===== config.mk =====
export PLATFORM = sky130hd
export DESIGN_NAME = alu_seq
export DESIGN_NICKNAME = d
export VERILOG_FILES = /design/src/rtl/alu_seq.sv
export SDC_FILE = /design/constraint.sdc
export NUM_CORES = 1
export LEC_CHECK = 0
export CORE_ASPECT_RATIO = 0.7
export CORE_UTILIZATION = 45
export CTS_CLUSTER_SIZE = 30
export DETAILED_ROUTE_END_ITERATION = 10
export PLACE_DENSITY = 0.7
export SLEW_MARGIN = 15
export SYNTH_ARGS = -nofsm -noshare
export SYNTH_HDL_FRONTEND = slang
export SYNTH_SLANG_ARGS = --single-unit

===== constraint.sdc =====
create_clock -name clk_sys -period 7.5 [get_ports clk_sys]
set_clock_uncertainty 0.1 [all_clocks]
set_input_delay 1.5 -clock clk_sys [delete_from_list [all_inputs] [get_ports clk_sys]]
set_output_delay 1.5 -clock clk_sys [all_outputs]
set_load 0.02 [all_outputs]

===== src/rtl/alu_seq.sv =====
// alu_seq: multi-cycle 74181-style ALU. It processes SLICE bits per clock,
// starting with the LSB slice, and keeps a registered ripple carry between
// slices. The control unit runs it through a start/busy/done handshake.
module alu_seq #(
    parameter int WIDTH = 16,
    parameter int SLICE = 4
) (
    input  logic             clk_sys,
    input  logic             rst,
    input  logic             start,
    input  logic [3:0]       s,
    input  logic             saryt,
    input  logic             p16_,
    input  logic [WIDTH-1:0] a,
    input  logic [WIDTH-1:0] ac,
    output logic             busy,
    output logic             done,
    output logic [WIDTH-1:0] f,
    output logic             carry_,
    output logic             zsum_,
    output logic             j$,
    output logic             ovf
);
    localparam int N  = WIDTH / SLICE;
    localparam int KW = (N > 1) ? $clog2(N) : 1;

    typedef enum logic {IDLE, RUN} state_t;

    state_t           state_q, state_d;
    logic [KW-1:0]    k_q, k_d;
    logic             cy_q, cy_d;
    logic [WIDTH-1:0] a_q, a_d, b_q, b_d;
    logic [3:0]       s_q, s_d;
    logic             ar_q, ar_d;
    logic             busy_q, busy_d, done_q, done_d;
    logic [WIDTH-1:0] f_q, f_d;
    logic             carry_n_q, carry_n_d, zsum_n_q, zsum_n_d;
    logic             j_q, j_d, ovf_q, ovf_d;

    logic [WIDTH-1:0] u_w, v_w;
    logic [SLICE-1:0] u_sl, v_sl, res_sl;
    logic [SLICE:0]   sum_sl;
    logic             last, cin_msb;
    int unsigned      base;

    // Word-level U/V terms from the latched operands, then the active slice
    always_comb begin
        u_w     = a_q | (b_q & {WIDTH{s_q[0]}}) | (~b_q & {WIDTH{s_q[1]}});
        v_w     = (a_q & b_q & {WIDTH{s_q[3]}}) | (a_q & ~b_q & {WIDTH{s_q[2]}});
        base    = int'(k_q) * SLICE;
        u_sl    = u_w[base +: SLICE];
        v_sl    = v_w[base +: SLICE];
        sum_sl  = {1'b0, u_sl} + {1'b0, v_sl} + {{SLICE{1'b0}}, cy_q};
        res_sl  = ar_q ? sum_sl[SLICE-1:0] : ~(u_sl ^ v_sl);
        // Recover the carry into the MSB from the sum bit: c = s ^ u ^ v
        cin_msb = sum_sl[SLICE-1] ^ u_sl[SLICE-1] ^ v_sl[SLICE-1];
        last    = (k_q == KW'(N - 1));
    end

    // Next-state logic for the IDLE/RUN sequencer and all registered outputs
    always_comb begin
        state_d   = state_q;
        k_d       = k_q;
        cy_d      = cy_q;
        a_d       = a_q;
        b_d       = b_q;
        s_d       = s_q;
        ar_d      = ar_q;
        busy_d    = busy_q;
        done_d    = 1'b0;
        f_d       = f_q;
        carry_n_d = carry_n_q;
        zsum_n_d  = zsum_n_q;
        j_d       = j_q;
        ovf_d     = ovf_q;
        case (state_q)
            IDLE: begin
                if (start) begin
                    a_d     = a;
                    b_d     = ac;
                    s_d     = s;
                    ar_d    = saryt;
                    cy_d    = ~p16_;
                    k_d     = '0;
                    busy_d  = 1'b1;
                    state_d = RUN;
                end
            end
            RUN: begin
                f_d[base +: SLICE] = res_sl;
                cy_d = sum_sl[SLICE];
                k_d  = k_q + 1'b1;
                if (last) begin
                    state_d   = IDLE;
                    k_d       = '0;
                    busy_d    = 1'b0;
                    done_d    = 1'b1;
                    zsum_n_d  = |f_d;
                    j_d       = &f_d;
                    carry_n_d = ar_q ? ~sum_sl[SLICE] : 1'b1;
                    ovf_d     = ar_q ? (cin_msb ^ sum_sl[SLICE]) : 1'b0;
                end
            end
            default: state_d = IDLE;
        endcase
    end

    // State register with synchronous reset; reset aborts any running op
    always_ff @(posedge clk_sys) begin
        if (rst) begin
            state_q   <= IDLE;
            k_q       <= '0;
            cy_q      <= 1'b0;
            a_q       <= '0;
            b_q       <= '0;
            s_q       <= '0;
            ar_q      <= 1'b0;
            busy_q    <= 1'b0;
            done_q    <= 1'b0;
            f_q       <= '0;
            carry_n_q <= 1'b1;
            zsum_n_q  <= 1'b0;
            j_q       <= 1'b0;
            ovf_q     <= 1'b0;
        end else begin
            state_q   <= state_d;
            k_q       <= k_d;
            cy_q      <= cy_d;
            a_q       <= a_d;
            b_q       <= b_d;
            s_q       <= s_d;
            ar_q      <= ar_d;
            busy_q    <= busy_d;
            done_q    <= done_d;
            f_q       <= f_d;
            carry_n_q <= carry_n_d;
            zsum_n_q  <= zsum_n_d;
            j_q       <= j_d;
            ovf_q     <= ovf_d;
        end
    end

    assign busy   = busy_q;
    assign done   = done_q;
    assign f      = f_q;
    assign carry_ = carry_n_q;
    assign zsum_  = zsum_n_q;
    assign j$     = j_q;
    assign ovf    = ovf_q;
endmodule


Word level (Yosys, flattened, before mapping)
Cells that the tools add are included.
- logic and storage cells: 65
- output and inout port bits: 22
- register bits after elaboration: 63
- bitwise operators: 18
- shift operators: 4
- multiplexer cells: 16
- add/sub/neg operators: 4
- reduce and logical (&&, ||, !) cells: 6
- eq/ne operators: 3
- operator list (operator ; number):
    $and 16x16->16 ; 6
    $or 16x16->16 ; 3
    $neg 4->34 ; 1
    $shift 4x34->16 const A ; 1
    $shiftx 4x34->16 ; 1
    $shiftx 16x5->4 ; 2
    $bwmux 16 ; 1
    $not 16->16 ; 1
    $reduce_and 16->1 ; 1
    $reduce_or 16->1 ; 1
    $mux 1 ; 8
    $pmux 1 s2 ; 3
    $reduce_and 2->1 ; 3
    $add 4x4->5 ; 1
    $add 5x1->5 ; 1
    $mux 2 ; 2
    $mux 4 ; 1
    $not 4->4 ; 1
    $pmux 2 s2 ; 1
    $xor 4x4->4 ; 1
    $not 1->1 ; 3
    $xor 1x1->1 ; 3
    $add 2x1->2 const B ; 1
    $eq 2x2->1 const B ; 1
    other kinds (3) ; 3

Depth between registers and ports, before layout
- depth after elaboration: 11
- depth in mapped cells: 14
- gate-level depth less buffers: 13

Worst setup path before layout
Ideal clock, no wire load.
- path kind: reg2reg
- start point: reg k_q[0]
- end point: reg j_q, in the netlist j$
- period minus slack after synthesis: 3.352 ns
- stages on the path, launching flop included: 15
- slack: 4.148 ns
- library setup time: 0.069 ns
- required time: 7.331 ns
- buffers on the path: 2
- data arrival time: 3.183 ns
- cells stage by stage: dfxtp_1 -> buf_2 -> buf_2 -> nand2_1 -> o221ai_1 -> o21a_1 -> inv_1 -> fa_1 -> fa_1 -> nand2_2 -> xor2_1 -> a21oi_1 -> nor4_1 -> nand4_1 -> o21ai_1
- word-level cells in the longest chain between the ends: 7
- elaborated cells between the ends (all ways): 14
- those cells by class: 3 x add/sub; 1 x eq/ne; 4 x shift; 2 x mux; 2 x bitwise; 2 x reduce/logical
- ends and longest elaborated chain (what ; line ; RTL):
    start: declaration ; 30 ; logic [KW-1:0] k_q, k_d;
    start signal: assignment ; 127 ; k_q <= k_d;
    $shiftx 16x5->4 (on tied branches) ; 51, 52 ;
    $add 4x4->5 / $xor 4x4->4 (equally long branches) ; 53, 54 ;
    $add 5x1->5 / $not 4->4 (equally long branches) ; 53, 54 ;
    $mux 4 ; 54 ; res_sl = ar_q ? sum_sl[SLICE-1:0] : ~(u_sl ^ v_sl);
    $shiftx 4x34->16 ; 90 ; f_d[base +: SLICE] = res_sl;
    $bwmux 16 ; 90 ;
    $reduce_and 16->1 ; 99 ; j_d = &f_d;
    end signal: assignment ; 138 ; j_q <= j_d;
    end: declaration ; 38 ; logic j_q, j_d, ovf_q, ovf_d;
Parallel ways exist; a longest one is shown, timed or not.
A chain may end at the register's enable or synchronous reset.

Worst setup path in the final report
- start point: reg s_q[3]
- end point: reg j_q, in the netlist j$
- word-level cells in the longest chain between the ends: 9
- elaborated cells between the ends (all ways): 11
- those cells by class: 2 x add/sub; 2 x shift; 2 x mux; 4 x bitwise; 1 x reduce/logical
- ends and longest elaborated chain (what ; line ; RTL):
    start: declaration ; 33 ; logic [3:0] s_q, s_d;
    start signal: assignment ; 116 ; s_q <= '0;
    start signal: assignment ; 131 ; s_q <= s_d;
    $and 16x16->16 (*) ; 49 ; v_w = (a_q & b_q & {WIDTH{s_q[3]}}) | (a_q & ~b_q & {WIDTH{s_q[2]}});
    $or 16x16->16 (*) ; 49 ;
    $shiftx 16x5->4 (*) ; 52 ; v_sl = v_w[base +: SLICE];
    $add 4x4->5 / $xor 4x4->4 (equally long branches) ; 53, 54 ;
    $add 5x1->5 / $not 4->4 (equally long branches) ; 53, 54 ;
    $mux 4 (*) ; 54 ;
    $shiftx 4x34->16 (*) ; 90 ;
    $bwmux 16 (*) ; 90 ;
    $reduce_and 16->1 (*) ; 99 ;
Every way passes the cells marked *; elsewhere a longest branch is shown, timed or not.

==> results.md <==
- Synth Flop Type: dfxtp_1
- Slew margin rel.: 27.6%
- # nets final: 561
- Antenna viol nets, final: 0
- Fraction of registers with async set/reset: 0%
- WHS: 0.364 ns
- Hold path endpoint: busy
- Post_cts resized: 0
- PwrDens: 222 mW/mm^2
- DRC: 0
- Gr ovfl total: 0
- Hold Path Class: reg -> reg
- Post-synthesis sequential area ratio: 35.2%
- Initial antenna violation count: 0
- Pin count of the biggest net entering global routing: 59
- I/O pin cnt: 63
- Crit start category: flop
- Clk_lat worst skew: 0.33 ns
- Crit path kind: reg -> reg
- CP Max Fanout: 17
- Peak supply drop: 113 uV
- Finish-stage setup viols: 0
- Critical path cell sequence: mux2_2 -> nand2_1 -> o221ai_1 -> o21a_1 -> inv_1 -> fa_1 -> fa_1 -> nand2_2 -> xor2_1 -> a21oi_1 -> nor4_1 -> nand4_1 -> o21ai_1
- Overall Global Routing Usage: 25.8%
- TNS Setup: 0 ns
- Vias: 3,480
- Final GP Congestion: 0.893
- Synth top cells by count: 103 x nand2_1, 63 x dfxtp_1, 55 x a21oi_1
- DR WL/cell: 16.5 um
- CP arrival: 4.07 ns
- Post-synthesis average cell area: 7.75 sq um
- Worst setup EP type: flop
- Layout area overhead: 27.3%
- R2R depth: 13
- Total nets after synthesis: 516
- Via count of the first global-routing pass: 3,182
- Hold Path Cell Cnt: 1
- Final core occ: 60.7%
- CTS tree: yes
- #FFs+latches synth: 63
- Post-synth top area cell: dfxtp_1
- H-tree depth: 3
- Starting density of the core: 47.7%
- Setup slack, reg-to-reg: 3.58 ns
- Num CTS Buffers: 9
- Min-delay src: busy
- Critical Path RT: 7.66 ns
- Cts hold-fix bufs: 0
- Reg2reg end: j$
- Final Hold Viols: 0
- Layout cell share with drive strength beyond 1: 7.80%
- Yosys warns: 0
- Diode count: 0
- Worst-path clk slew: 0.05 ns
- Full die area: 0.00834 sq mm
- CTS Sinks: 63
- Pre-antenna DRT Iters: 5
- Reg2reg start: s_q[3]
- Leakage: 1.65 nW
- Post-CTS setup repair buffer count: 0
- Fmax: 255 MHz
- Die Y: 76.7 um
- Critical path's largest stage delay: 0.69 ns
- Min cycle time layout: 3.92 ns
- Slew @ Worst Pin: 1.09 ns
- Gate count of the mapped netlist: 463
- I/O Buffers: 62
- DRT iter0 DRCs: 321
- Vias/cell: 5.70
- Top post-synthesis cells by area: dfxtp_1 35%, nand2_1 11%, a21oi_1 7.7%, mux2i_1 7.0%, nor2_1 4.2%
- CTS Root Cell: clkbuf_16
- Status: finished clean
- Total of max-cap violations: 0
- Crit share post-route: 52.2%
- Site row count: 26
- Max Root-Sink Buffers: 2
- Final number of max-transition violations: 0
- Synth top area share: 35.2%
- CP most frequent cell: fa_1
- Distinct cells, synth: 54
- Dpl hpwl: 7140 um
- Slowest CP cell: dfxtp_1
- Most frequent cell after synthesis: nand2_1
- Placeable Area: 0.00751 sq mm
- Synthesized area: 0.00359 sq mm
- Unrepaired setup endpoints after global routing: false
- Routed Wire Length: 10,100 um
- EDFF count, synth: 0
- Die X: 109 um
- First-pass GRT wire length: 16,600 um
[cells by family after synthesis]
group	synth area share (%)
DFF	35.2
xor gates and xnor gates	0.489
AOI/OAI and AO/OA	20.7
adders and majority gates	4.61
and+or+nand+nor	23.6
muxes	10.1
buffers and inverters	5.34
[state kept, by name (all words and copies together), names as in the netlist, 2 cells and up]
signal and cells:
s_q 4, k_q 2, a_q 16, f 16
b_q 16
[worst max-delay path, delay by kind of cell, from the launching register on]
kind,cells,cell delay (ns)
AOI/OAI and AO/OA,4,0.62
xor gates and xnor gates,1,0.66
adders and majority gates,2,0.89
buffers and inverters,1,0.05
DFF,1,0.69
muxes,1,0.26
and+or+nand+nor,4,0.56
[worst max-delay path by stage]
stage               depth (start not counted)    from  to
global placement                           12  k_q[0]  j$
detailed placement                         11  k_q[0]  j$
floorplan                                  14  k_q[0]  j$
finish                                     13  s_q[3]  j$
global route                               13  s_q[2]  j$
CTS                                        11  k_q[0]  j$
[area by class of cell]
type                       count  area [sq um]
clock buffer                  13           250
fill                         686          2950
clock inverter                 3          90.1
multi-input combinational    352          2140
tap                           98           123
inverter                      17          63.8
timing repair buffer          65           638
sequential                    63          1260
[metrics by stage]
step / cell area, sq um / setup WS (ns) / std cells / total power, W
final: 4560 / 3.58 / 611 / 0.00101
after global routing: 4560 / 3.36 / 611 / 0.00106
after CTS: 4560 / 3.44 / 611 / 0.00102
after detailed placement: 4220 / 3.45 / 595 / 0.000535
after global placement: 4220 / 3.62 / 595 / 0.000532
after floorplan: 3590 / 4.15 / 463 / 0.000479
[report_power, final]
part	internal [W]	switching, W	total, W	leakage, nW
sequential	0.000350	0.0000254	0.000376	0.515
combinational	0.0000716	0.0000859	0.000158	0.967
clock	0.000334	0.000144	0.000478	0.164
total	0.000756	0.000255	0.00101	1.65
[routing by layer]
metal  share of wire [%]  global-route usage (%)
met5                   0                       0
met4                 1.4                    7.70
met3                 8.9                    7.06
met1                  51                    40.2
met2                  39                    33.4
[placed cells by master (no fill, tap or decap), types with 5 or more instances in the layout]
cell type / instances
nand2_1: 103
dfxtp_1: 62
clkdlybuf4s50_1: 61
a21oi_1: 55
nor2_1: 40
mux2i_1: 25
inv_1: 16
mux2_2: 10
ha_1: 10
nor2b_1: 9
clkbuf_16: 9
o22ai_1: 8
a22oi_1: 8
o21a_1: 6
a32oi_1: 6
o21ai_0: 5
a211oi_1: 5
nor3_1: 5
Note: power is estimated with default switching activity, not from simulation.
